[src/rtl/sw_cond_pkg.sv]
// sw_cond_pkg: shared constants and helpers for the switch input conditioner.
//   DEF_WIDTH      - default number of conditioned switch bits
//   SIM_DEBOUNCE   - short debounce window used in simulation builds
//   BOARD_DEBOUNCE - debounce window for real hardware (~10 ms at 100 MHz)
//   cnt_width()    - counter width able to hold 0..cycles
package sw_cond_pkg;

    localparam int DEF_WIDTH      = 5;
    localparam int SIM_DEBOUNCE   = 16;
    localparam int BOARD_DEBOUNCE = 1_000_000;

    function automatic int cnt_width(input int cycles);
        return $clog2(cycles + 1);
    endfunction

endpackage

[src/rtl/sw_debounce_bit.sv]
// sw_debounce_bit: one switch bit -> 2-flop synchronizer + debounce counter.
//   clk       in   system clock
//   rst_n     in   asynchronous active-low reset
//   raw       in   raw asynchronous switch level
//   stable    out  debounced level
//   rise      out  registered 1-cycle pulse on stable 0->1
//   fall      out  registered 1-cycle pulse on stable 1->0
//   pulse_nxt out  combinational "stable changes at the next edge" (for the top's OR)
module sw_debounce_bit
    import sw_cond_pkg::*;
#(
    parameter int DEBOUNCE_CYCLES = SIM_DEBOUNCE
) (
    input  logic clk,
    input  logic rst_n,
    input  logic raw,
    output logic stable,
    output logic rise,
    output logic fall,
    output logic pulse_nxt
);

    localparam int CNT_W = cnt_width(DEBOUNCE_CYCLES);
    localparam logic [CNT_W-1:0] LAST = CNT_W'(DEBOUNCE_CYCLES - 1);

    logic             sync1, sync2;
    logic [CNT_W-1:0] cnt, cnt_nxt;
    logic             accept;

    // Counter restarts whenever the synchronized level agrees with the stable
    // level, and after acceptance; it therefore never exceeds LAST.
    always_comb begin
        accept  = (sync2 != stable) && (cnt == LAST);
        cnt_nxt = (sync2 == stable || accept) ? '0 : cnt + 1'b1;
    end

    assign pulse_nxt = accept;

    always_ff @(posedge clk or negedge rst_n) begin
        if (!rst_n) begin
            sync1  <= 1'b0;
            sync2  <= 1'b0;
            cnt    <= '0;
            stable <= 1'b0;
            rise   <= 1'b0;
            fall   <= 1'b0;
        end else begin
            sync1  <= raw;
            sync2  <= sync1;
            cnt    <= cnt_nxt;
            stable <= stable ^ accept;
            rise   <= accept & sync2;
            fall   <= accept & ~sync2;
        end
    end

endmodule

[src/rtl/sw_input_conditioner.sv]
// sw_input_conditioner: synchronizes and debounces the raw SW bus for the CPU top.
//   clk        in   system clock
//   rst_n      in   asynchronous active-low reset
//   sw_raw     in   [WIDTH] raw asynchronous switch inputs
//   sw_out     out  [WIDTH] debounced stable levels
//   sw_rise    out  [WIDTH] 1-cycle pulse per bit on 0->1
//   sw_fall    out  [WIDTH] 1-cycle pulse per bit on 1->0
//   sw_changed out  1-cycle pulse when any bit rose or fell
module sw_input_conditioner
    import sw_cond_pkg::*;
#(
    parameter int WIDTH           = DEF_WIDTH,
    parameter int DEBOUNCE_CYCLES = SIM_DEBOUNCE
) (
    input  logic             clk,
    input  logic             rst_n,
    input  logic [WIDTH-1:0] sw_raw,
    output logic [WIDTH-1:0] sw_out,
    output logic [WIDTH-1:0] sw_rise,
    output logic [WIDTH-1:0] sw_fall,
    output logic             sw_changed
);

    logic [WIDTH-1:0] pulse_nxt;

    for (genvar i = 0; i < WIDTH; i++) begin : g_bit
        sw_debounce_bit #(
            .DEBOUNCE_CYCLES(DEBOUNCE_CYCLES)
        ) u_bit (
            .clk      (clk),
            .rst_n    (rst_n),
            .raw      (sw_raw[i]),
            .stable   (sw_out[i]),
            .rise     (sw_rise[i]),
            .fall     (sw_fall[i]),
            .pulse_nxt(pulse_nxt[i])
        );
    end

    // Built from the per-bit next-pulse terms so sw_changed lands on the same
    // edge as the rise/fall pulses rather than one cycle later.
    always_ff @(posedge clk or negedge rst_n) begin
        if (!rst_n) sw_changed <= 1'b0;
        else        sw_changed <= |pulse_nxt;
    end

endmodule

[config.mk]
export PLATFORM = sky130hd
export DESIGN_NAME = sw_input_conditioner
export DESIGN_NICKNAME = d
export VERILOG_FILES = /design/src/rtl/sw_cond_pkg.sv /design/src/rtl/sw_debounce_bit.sv /design/src/rtl/sw_input_conditioner.sv
export SDC_FILE = /design/constraint.sdc
export NUM_CORES = 1
export LEC_CHECK = 0
export CORE_MARGIN = 4
export CORE_UTILIZATION = 54
export DETAILED_ROUTE_END_ITERATION = 16
export GPL_TIMING_DRIVEN = 1
export PLACE_DENSITY = 0.77
export SYNTH_ARGS = -nofsm -noshare
export SYNTH_HDL_FRONTEND = slang
export SYNTH_SLANG_ARGS = --single-unit
[constraint.sdc]
create_clock -name clk -period 1.73 [get_ports clk]
set_input_delay 0.346 -clock clk [delete_from_list [all_inputs] [get_ports clk]]
set_output_delay 0.346 -clock clk [all_outputs]
set_load 0.05 [all_outputs]
# After elaboration in Yosys (flattened, before gate mapping)
# Index checks and enable logic that the tools add are counted.
dict set report classes {
  muxes 5
  div_mod_pow 0
  shift 0
  n_eq_ne 15
  n_reduce_logical 11
  n_mul 0
  bitwise_logic 20
  add_sub_neg 5
  order_cmp 0
}
# operator count
set op_table {}
lappend op_table {{5-bit by 1-bit adder with 5-bit output (second input constant)} 5}
lappend op_table {{5-bit by 4-bit equality test with 1-bit output (second input constant)} 5}
lappend op_table {{5-bit 2-to-1 mux} 5}
lappend op_table {{1-bit AND} 10}
lappend op_table {{1-bit equality test} 5}
lappend op_table {{1-bit logical AND} 5}
lappend op_table {{1-bit logical OR} 5}
lappend op_table {{1-bit != test} 5}
lappend op_table {{1-bit inverter} 5}
lappend op_table {{5-bit OR reduction} 1}
lappend op_table {{1-bit XOR} 5}
dict set report totals {
  word_cells 87
  romBits 0
  latchBits 0
  mem_bits_rw 0
  regBits 51
  inputBits 7
  mem_count 0
}

# Longest topological paths before layout
# Gate-level depths: netlist of run 1.
dict set report depth {
  ltp_word 4
  ltp_mapped 5
}

# Cells and area by module
# A second synthesis of run 1 with hierarchy kept.
dict set report unflattened {
  hier_cells 159
  area_unflattened_um2 1920.6
}
# module instances seq_area_each_um2 cells_per_inst area_each_um2
set by_module_without_submodules {}
lappend by_module_without_submodules {sw_debounce_bit 5 250.2 31 376.6}
lappend by_module_without_submodules {sw_input_conditioner 1 25.0 4 37.5}

# Worst setup path before layout of run 1
# OpenSTA, ideal clock, no wires.
dict set report synth_timing {
  path_type {reg-to-reg}
  startpoint {register g_bit[3].u_bit.cnt[0]}
  endpoint {register sw_changed}
  t_arrival_ns 1.333
  period_less_slack_ns 1.461
  path_stages_with_launch 6
  setup_slack_ns 0.269
  setup_time_ns 0.128
  t_required_ns 1.602
  cell_sequence {dfrtp_1 > ha_1 > and3_1 > ha_1 > a222oi_1 > nand2_1}
}
dict set report synth_between {
  elab_chain_cells 3
}
# item line_no
set synth_lines {}
lappend synth_lines {{start, declared} sw_debounce_bit.sv:27} ;# logic [CNT_W-1:0] cnt, cnt_nxt;
lappend synth_lines {{start signal, assigned} sw_debounce_bit.sv:50} ;# cnt <= cnt_nxt;
lappend synth_lines {{5-bit by 4-bit equality test with 1-bit output} sw_debounce_bit.sv:33} ;# accept = (sync2 != stable) && (cnt == LAST);
lappend synth_lines {{1-bit logical AND} sw_debounce_bit.sv:33}
lappend synth_lines {{5-bit OR reduction} sw_input_conditioner.sv:44} ;# else sw_changed <= |pulse_nxt;
lappend synth_lines {{end signal, assigned} sw_input_conditioner.sv:44}
lappend synth_lines {{end, declared} sw_input_conditioner.sv:21} ;# output logic sw_changed
# Every way passes these cells.

# Worst setup path after layout of run 1
# Ends and elaborated chain as after synthesis.

==> results.cfg, run 1 <==
[cells_and_area]
syn2layout_area_growth_pct = 14.3
drive_gt1_share_pct = 14.0
design_area_mm2 = 0.00229
antennaDiodeCount = 0
nNetsFinal = 202
fin_util_pct = 66.1

[synthesis]
synth_ff_type = dfrtp_1
syn_inst = 169
synth_mux_area_share_pct = 0
synth_top_area_share_pct = 63.7
yosys-top-cells-count = 51 x dfrtp_1, 30 x nor2_1, 15 x buf_4, 15 x inv_1
yosysMostFrequentCell = dfrtp_1
synth.distinct_cells = 15
synth_fp_nets = 186
synth_top_family_by_area = simple AND/OR/NAND/NOR gates
synth-adder-area-share_pct = 6.24
synth_edf_count = 0
synth_compound_area_share_pct = 2.12
yosysTopAreaCell = dfrtp_1
synth-seq-area-share_pct = 63.7
synthArstFlopShare_pct = 100
yosys.area_share.simple_pct = 13.0
yosysWarningCount = 0
synth_xor_area_share_pct = 6.55
syn_area_per_cell_um2 = 11.9
synthTopCellsByArea = dfrtp_1 64%, ha_1 6.2%, buf_4 5.6%
syn_area_mm2 = 0.00200
ys_seq_elements = 51

[pwr]
ir_drop_mv = 0.645
leakage_uw = 0.00116
p_per_area_mw_per_mm2 = 1010

[sta]
slew_viol_final = 0
fmax_mhz = 640
fin_skew_ps = 13.6
rsz0062_at_grt = no
max_slew_margin_pct = 69.2
tightest_slew_ps = 462
tns_ps = 0
fin_crit_ps = 1560
finalHoldViolations = 0
finalCritPeriodShare_pct = 90.3
setup_viol = 0

[clock_tree]
cts_buffer_depth = 2
clk_pin_slew_ps = 90
cts_tree = done
cts_max_level = 2
clock-sinks = 51
postCtsResizedCells = 0
clockRootBuffer = clkbuf_8
clock_latency_ps = 300
numCtsBuffers = 5

[floorplanning]
die_h_um = 68.9
rows = 21
die_w_um = 68.9
start_util_pct = 57.8
dieArea_mm2 = 0.00475
pin_count = 23
core_mm2 = 0.00347

[placed_design]
gp_congestion = 0.743
placed_area_mm2 = 0.00214
numPortBuffers = 22
post-dp-hpwl_mm = 2.20

[drt]
vias = 1122
drc_errors = 0
viasPerCell = 4.84
postRouteAntennaNets = 0
wl_mm = 2.98
first_pass_iters = 4
drtIter0Drc = 43
wl_per_cell_um = 12.9

[global_route]
antenna_found_initial = 0
grt_pass1_wl_mm = 4.93
first_global_vias = 1131
globalRouteTotalUtil_pct = 15.2
grt_max_degree = 32
grt-ovfl-total = 0

[setup_path]
path_class = reg -> reg
critPathMaxFanout = 5
worst_setup_path_end_kind = register
cp.arrival_ps = 1750
worstPathRequired_ps = 1920
critPathLaunchType = register

[min_path]
hold_path.class = reg -> reg

[outcome]
status = finished clean

[run]
maxCapViolCount = 0
-- sequential cells by signal, summed over array words and instances, names as in the netlist, named ones only --
signal             count
g_bit.u_bit.cnt       25
g_bit.u_bit.fall       5
g_bit.u_bit.rise       5
g_bit.u_bit.sync1      5
g_bit.u_bit.sync2      5
sw_changed             1
-- metal layers --
layer / routed length [um] / global-route usage [%] / vias up
met5: 0 / 0 / -
met3: 124 / 5.35 / 6
li1: - / - / 549
met4: 81 / 8.76 / 0
met2: 1580 / 26.9 / 24
met1: 1200 / 15.3 / 543
-- logic make-up after synthesis --
| family | after synthesis |
|---|---|
| xor+xnor | 15 |
| simple gates | 56 |
| flops | 51 |
| buf+inv | 30 |
| fa+ha+maj | 10 |
| compound gates | 7 |
-- layout make-up --
cell class,count,area [um2]
well taps,46,57.6
repair buffers,24,205
clock buffers,5,68.8
flip-flops and latches,51,1280
clock inverters,3,67.6
fillers,275,1180
inverters,15,56.3
multi-input cells,88,559
-- worst paths after layout --
kind | startpoint | end | slack, ps | cells past startpoint
worst max-delay path | g_bit[3].u_bit.cnt[0] | sw_changed | 170 | 5
worst min-delay path | g_bit[1].u_bit.sync1 | g_bit[1].u_bit.sync2 | 350 | 0
worst max register to register | g_bit[3].u_bit.cnt[0] | sw_changed | 170 | 5
worst min register to register | g_bit[1].u_bit.sync1 | g_bit[1].u_bit.sync2 | 350 | 0
max in group asynchronous | rst_n | g_bit[4].u_bit.cnt[1] | 690 | 3
min in group asynchronous | rst_n | g_bit[2].u_bit.cnt[3] | 520 | 2
-- worst max-delay path, stage by stage, from the launching register on --
cell and delay [ps]:
dfrtp_1 400, ha_1 230, and3_1 190, ha_1 230
a222oi_1 320, nand2_1 90
-- where the power goes --
| group | total, uW | switching, uW | internal [uW] |
|---|---|---|---|
| Sequential | 1260 | 28.2 | 1230 |
| Combinational | 108 | 61.4 | 46.9 |
| Clock | 947 | 371 | 576 |
-- per-stage QoR --
stage	total power, uW	hold slack (ps)	cells	worst slack [ps]
global route	2420	364	232	85.9
finish	2310	352	232	168
detailed placement	1390	322	223	184
floorplan	1330	50.4	169	269
global placement	1380	320	223	221
CTS	2340	356	232	165
-- repair_timing --
| action | 4_1_cts | 5_1_grt |
|---|---|---|
| endpoints found under the hold margin | 20 | 0 |
| hold buffers | 1 | 0 |
| setup buffers | 0 | 0 |
-- layout by cell type, fill, tap and decap left out, drive strengths merged --
master,instances
nor3b,5
ha,10
clkdlybuf4s50,5
clkbuf,5
inv,15
dfrtp,51
nor2,30
bufinv,2
dlygate4sd3,1
a222oi,1
xnor2,5
a22oi,1
buf,18
nand2b,5
and3,5
clkinvlp,1
nand3,5
xor2,10
nand2,6
o21ai,5
(Power assumes the default switching activity.)
==> run 2, diff against run 1 <==
- CELL_PAD_IN_SITES_DETAIL_PLACEMENT: unset -> 0
- CELL_PAD_IN_SITES_GLOBAL_PLACEMENT: unset -> 1
- CORE_UTILIZATION: 54 -> 44
- PLACE_DENSITY: 0.77 -> unset
- PLACE_DENSITY_LB_ADDON: unset -> 0.1
==> run 2 against run 1 <==
Compared with the run above:
- critical path type unchanged
- first-iteration DRC count down 33%
- clock-buffer cell count rose by 1
- highest routed layer unchanged
- worst hold slack lost 330 ps
- routed wire length is 5.2% lower
- combinational power hardly changed
- largest power group unchanged
- global-route usage shrank 3.7 points
==> results.cfg, run 2 (synthesis results as in run 1) <==
[global_route]
grt-ovfl-total = 0
grt_max_degree = 52
antenna_found_initial = 0
globalRouteTotalUtil_pct = 11.5
grt_pass1_wl_mm = 4.80
first_global_vias = 1140

[sta]
setup_viol = 0
fmax_mhz = 616
tns_ps = 0
rsz0062_at_grt = no
finalCritPeriodShare_pct = 93.8
fin_skew_ps = 3.43
finalHoldViolations = 0
fin_crit_ps = 1620
holdWs_ps = 25.5
tightest_slew_ps = 298
slew_viol_final = 0
max_slew_margin_pct = 80.1

[drt]
postRouteAntennaNets = 0
drc_errors = 0
first_pass_iters = 4
wl_mm = 2.83
viasPerCell = 4.72
vias = 1113
wl_per_cell_um = 12.0
drtIter0Drc = 29

[pwr]
p_int_uw = 1590
swShare_pct = 21.7
combPwrFrac_pct = 5.2
leakage_uw = 0.00114
p_per_area_mw_per_mm2 = 907
seqPwrFrac_pct = 61.9
pwr-share-clk_pct = 32.9
ir_drop_mv = 0.413
p_sw_uw = 440

[floorplanning]
die_h_um = 75.5
dieArea_mm2 = 0.00570
pin_count = 23
core_mm2 = 0.00438
rows = 24
die_w_um = 75.5
start_util_pct = 45.7

[setup_path]
crit_buf_inv = 0
path_class = reg -> reg
cp.arrival_ps = 1800
critPathSlowestCell = dfrtp_1
cpMostUsedCell = ha_1
path_cells = ha_1 > and3_1 > ha_1 > a222oi_1 > nand2_1
critPathMaxFanout = 5
worstPathRequired_ps = 1910
path_delay_family = adder cells
critPathLaunchType = register
max_stage_delay_ps = 400
worst_setup_path_end_kind = register

[clock_tree]
postCtsResizedCells = 0
clock-sinks = 51
clk_pin_slew_ps = 80
cts_tree = done
numCtsBuffers = 5
clockRootBuffer = clkbuf_8
clock_latency_ps = 290
cts_max_level = 2
cts_buffer_depth = 2
hold_buffers = 0
post_cts_buffers = 0

[cells_and_area]
largest_reg_flops = 25
drive_gt1_share_pct = 13.6
syn2layout_area_growth_pct = 11.7
top_register = g_bit.u_bit.cnt
nNetsFinal = 201
mostFrequentLayoutCells = 51 x dfrtp_1, 30 x nor2_1, 16 x buf_4, 15 x inv_1
final_common_cell = dfrtp_1
antennaDiodeCount = 0
fin_cells = 236

[placed_design]
numPortBuffers = 22
dp_cells = 229
gp_congestion = 0.722
post-dp-hpwl_mm = 2.03

[run]
maxCapViolCount = 0

[outcome]
status = finished clean

[min_path]
hold_path.class = in -> async
## run 2: worst register-to-register path, stage by stage (launching register included)
cell	delay (ps)
dfrtp_1	400
ha_1	220
and3_1	200
ha_1	230
a222oi_1	350
nand2_1	100
## run 2: area by class of cell
class | count | area, um2
Clock inverter | 1 | 5.00
Multi-Input combinational cell | 88 | 559
Timing Repair Buffer | 23 | 195
Tap cell | 52 | 65.1
Sequential cell | 51 | 1280
Fill cell | 399 | 2140
Inverter | 15 | 56.3
Clock buffer | 6 | 82.6
## run 2: worst paths after layout
| path | startpoint | to | slack (ps) | cells after the start |
|---|---|---|---|---|
| worst max-delay path | g_bit[3].u_bit.cnt[0] | sw_changed | 110 | 5 |
| worst min-delay path | rst_n | g_bit[2].u_bit.cnt[1] | 30 | 2 |
| worst max register to register | g_bit[3].u_bit.cnt[0] | sw_changed | 110 | 5 |
| worst min register to register | g_bit[2].u_bit.sync1 | g_bit[2].u_bit.sync2 | 350 | 0 |
| max in group asynchronous | rst_n | g_bit[4].u_bit.sync2 | 1470 | 2 |
| min in group clk | g_bit[2].u_bit.sync1 | g_bit[2].u_bit.sync2 | 350 | 0 |
## run 2: power by group through the flow
| stage | sequential (uW) | combinational [uW] | clock (uW) |
|---|---|---|---|
| 5_1_grt | 1260 | 124 | 753 |
| 2_1_floorplan | 1280 | 55.7 | 0 |
| 3_5_place_dp | 1280 | 109 | 0 |
| 3_3_place_gp | 1280 | 105 | 0 |
| 4_1_cts | 1260 | 109 | 708 |
| 6_report | 1260 | 105 | 668 |
## run 2: layer usage
layer	wire length [um]	track usage (%)
met2	1360	18.3
met1	1270	13.8
met5	0	0
met3	146	4.35
met4	53	5.24
## run 2: metrics by stage
step	setup WS [ps]	power [uW]	instance area [um2]	utilization (%)
CTS	122	2070	2240	51.1
global placement	208	1380	2150	49.1
detailed placement	144	1390	2150	49.1
finish	107	2030	2240	51.1
floorplan	269	1330	2000	-
global route	29.7	2140	2240	51.1
==> run 3, diff against run 2 <==
- CTS_CLUSTER_DIAMETER: unset -> 200
- TNS_END_PERCENT: unset -> 30
==> results of run 3 <==
Final layout, timing and power as in run 2 (identical DEF).
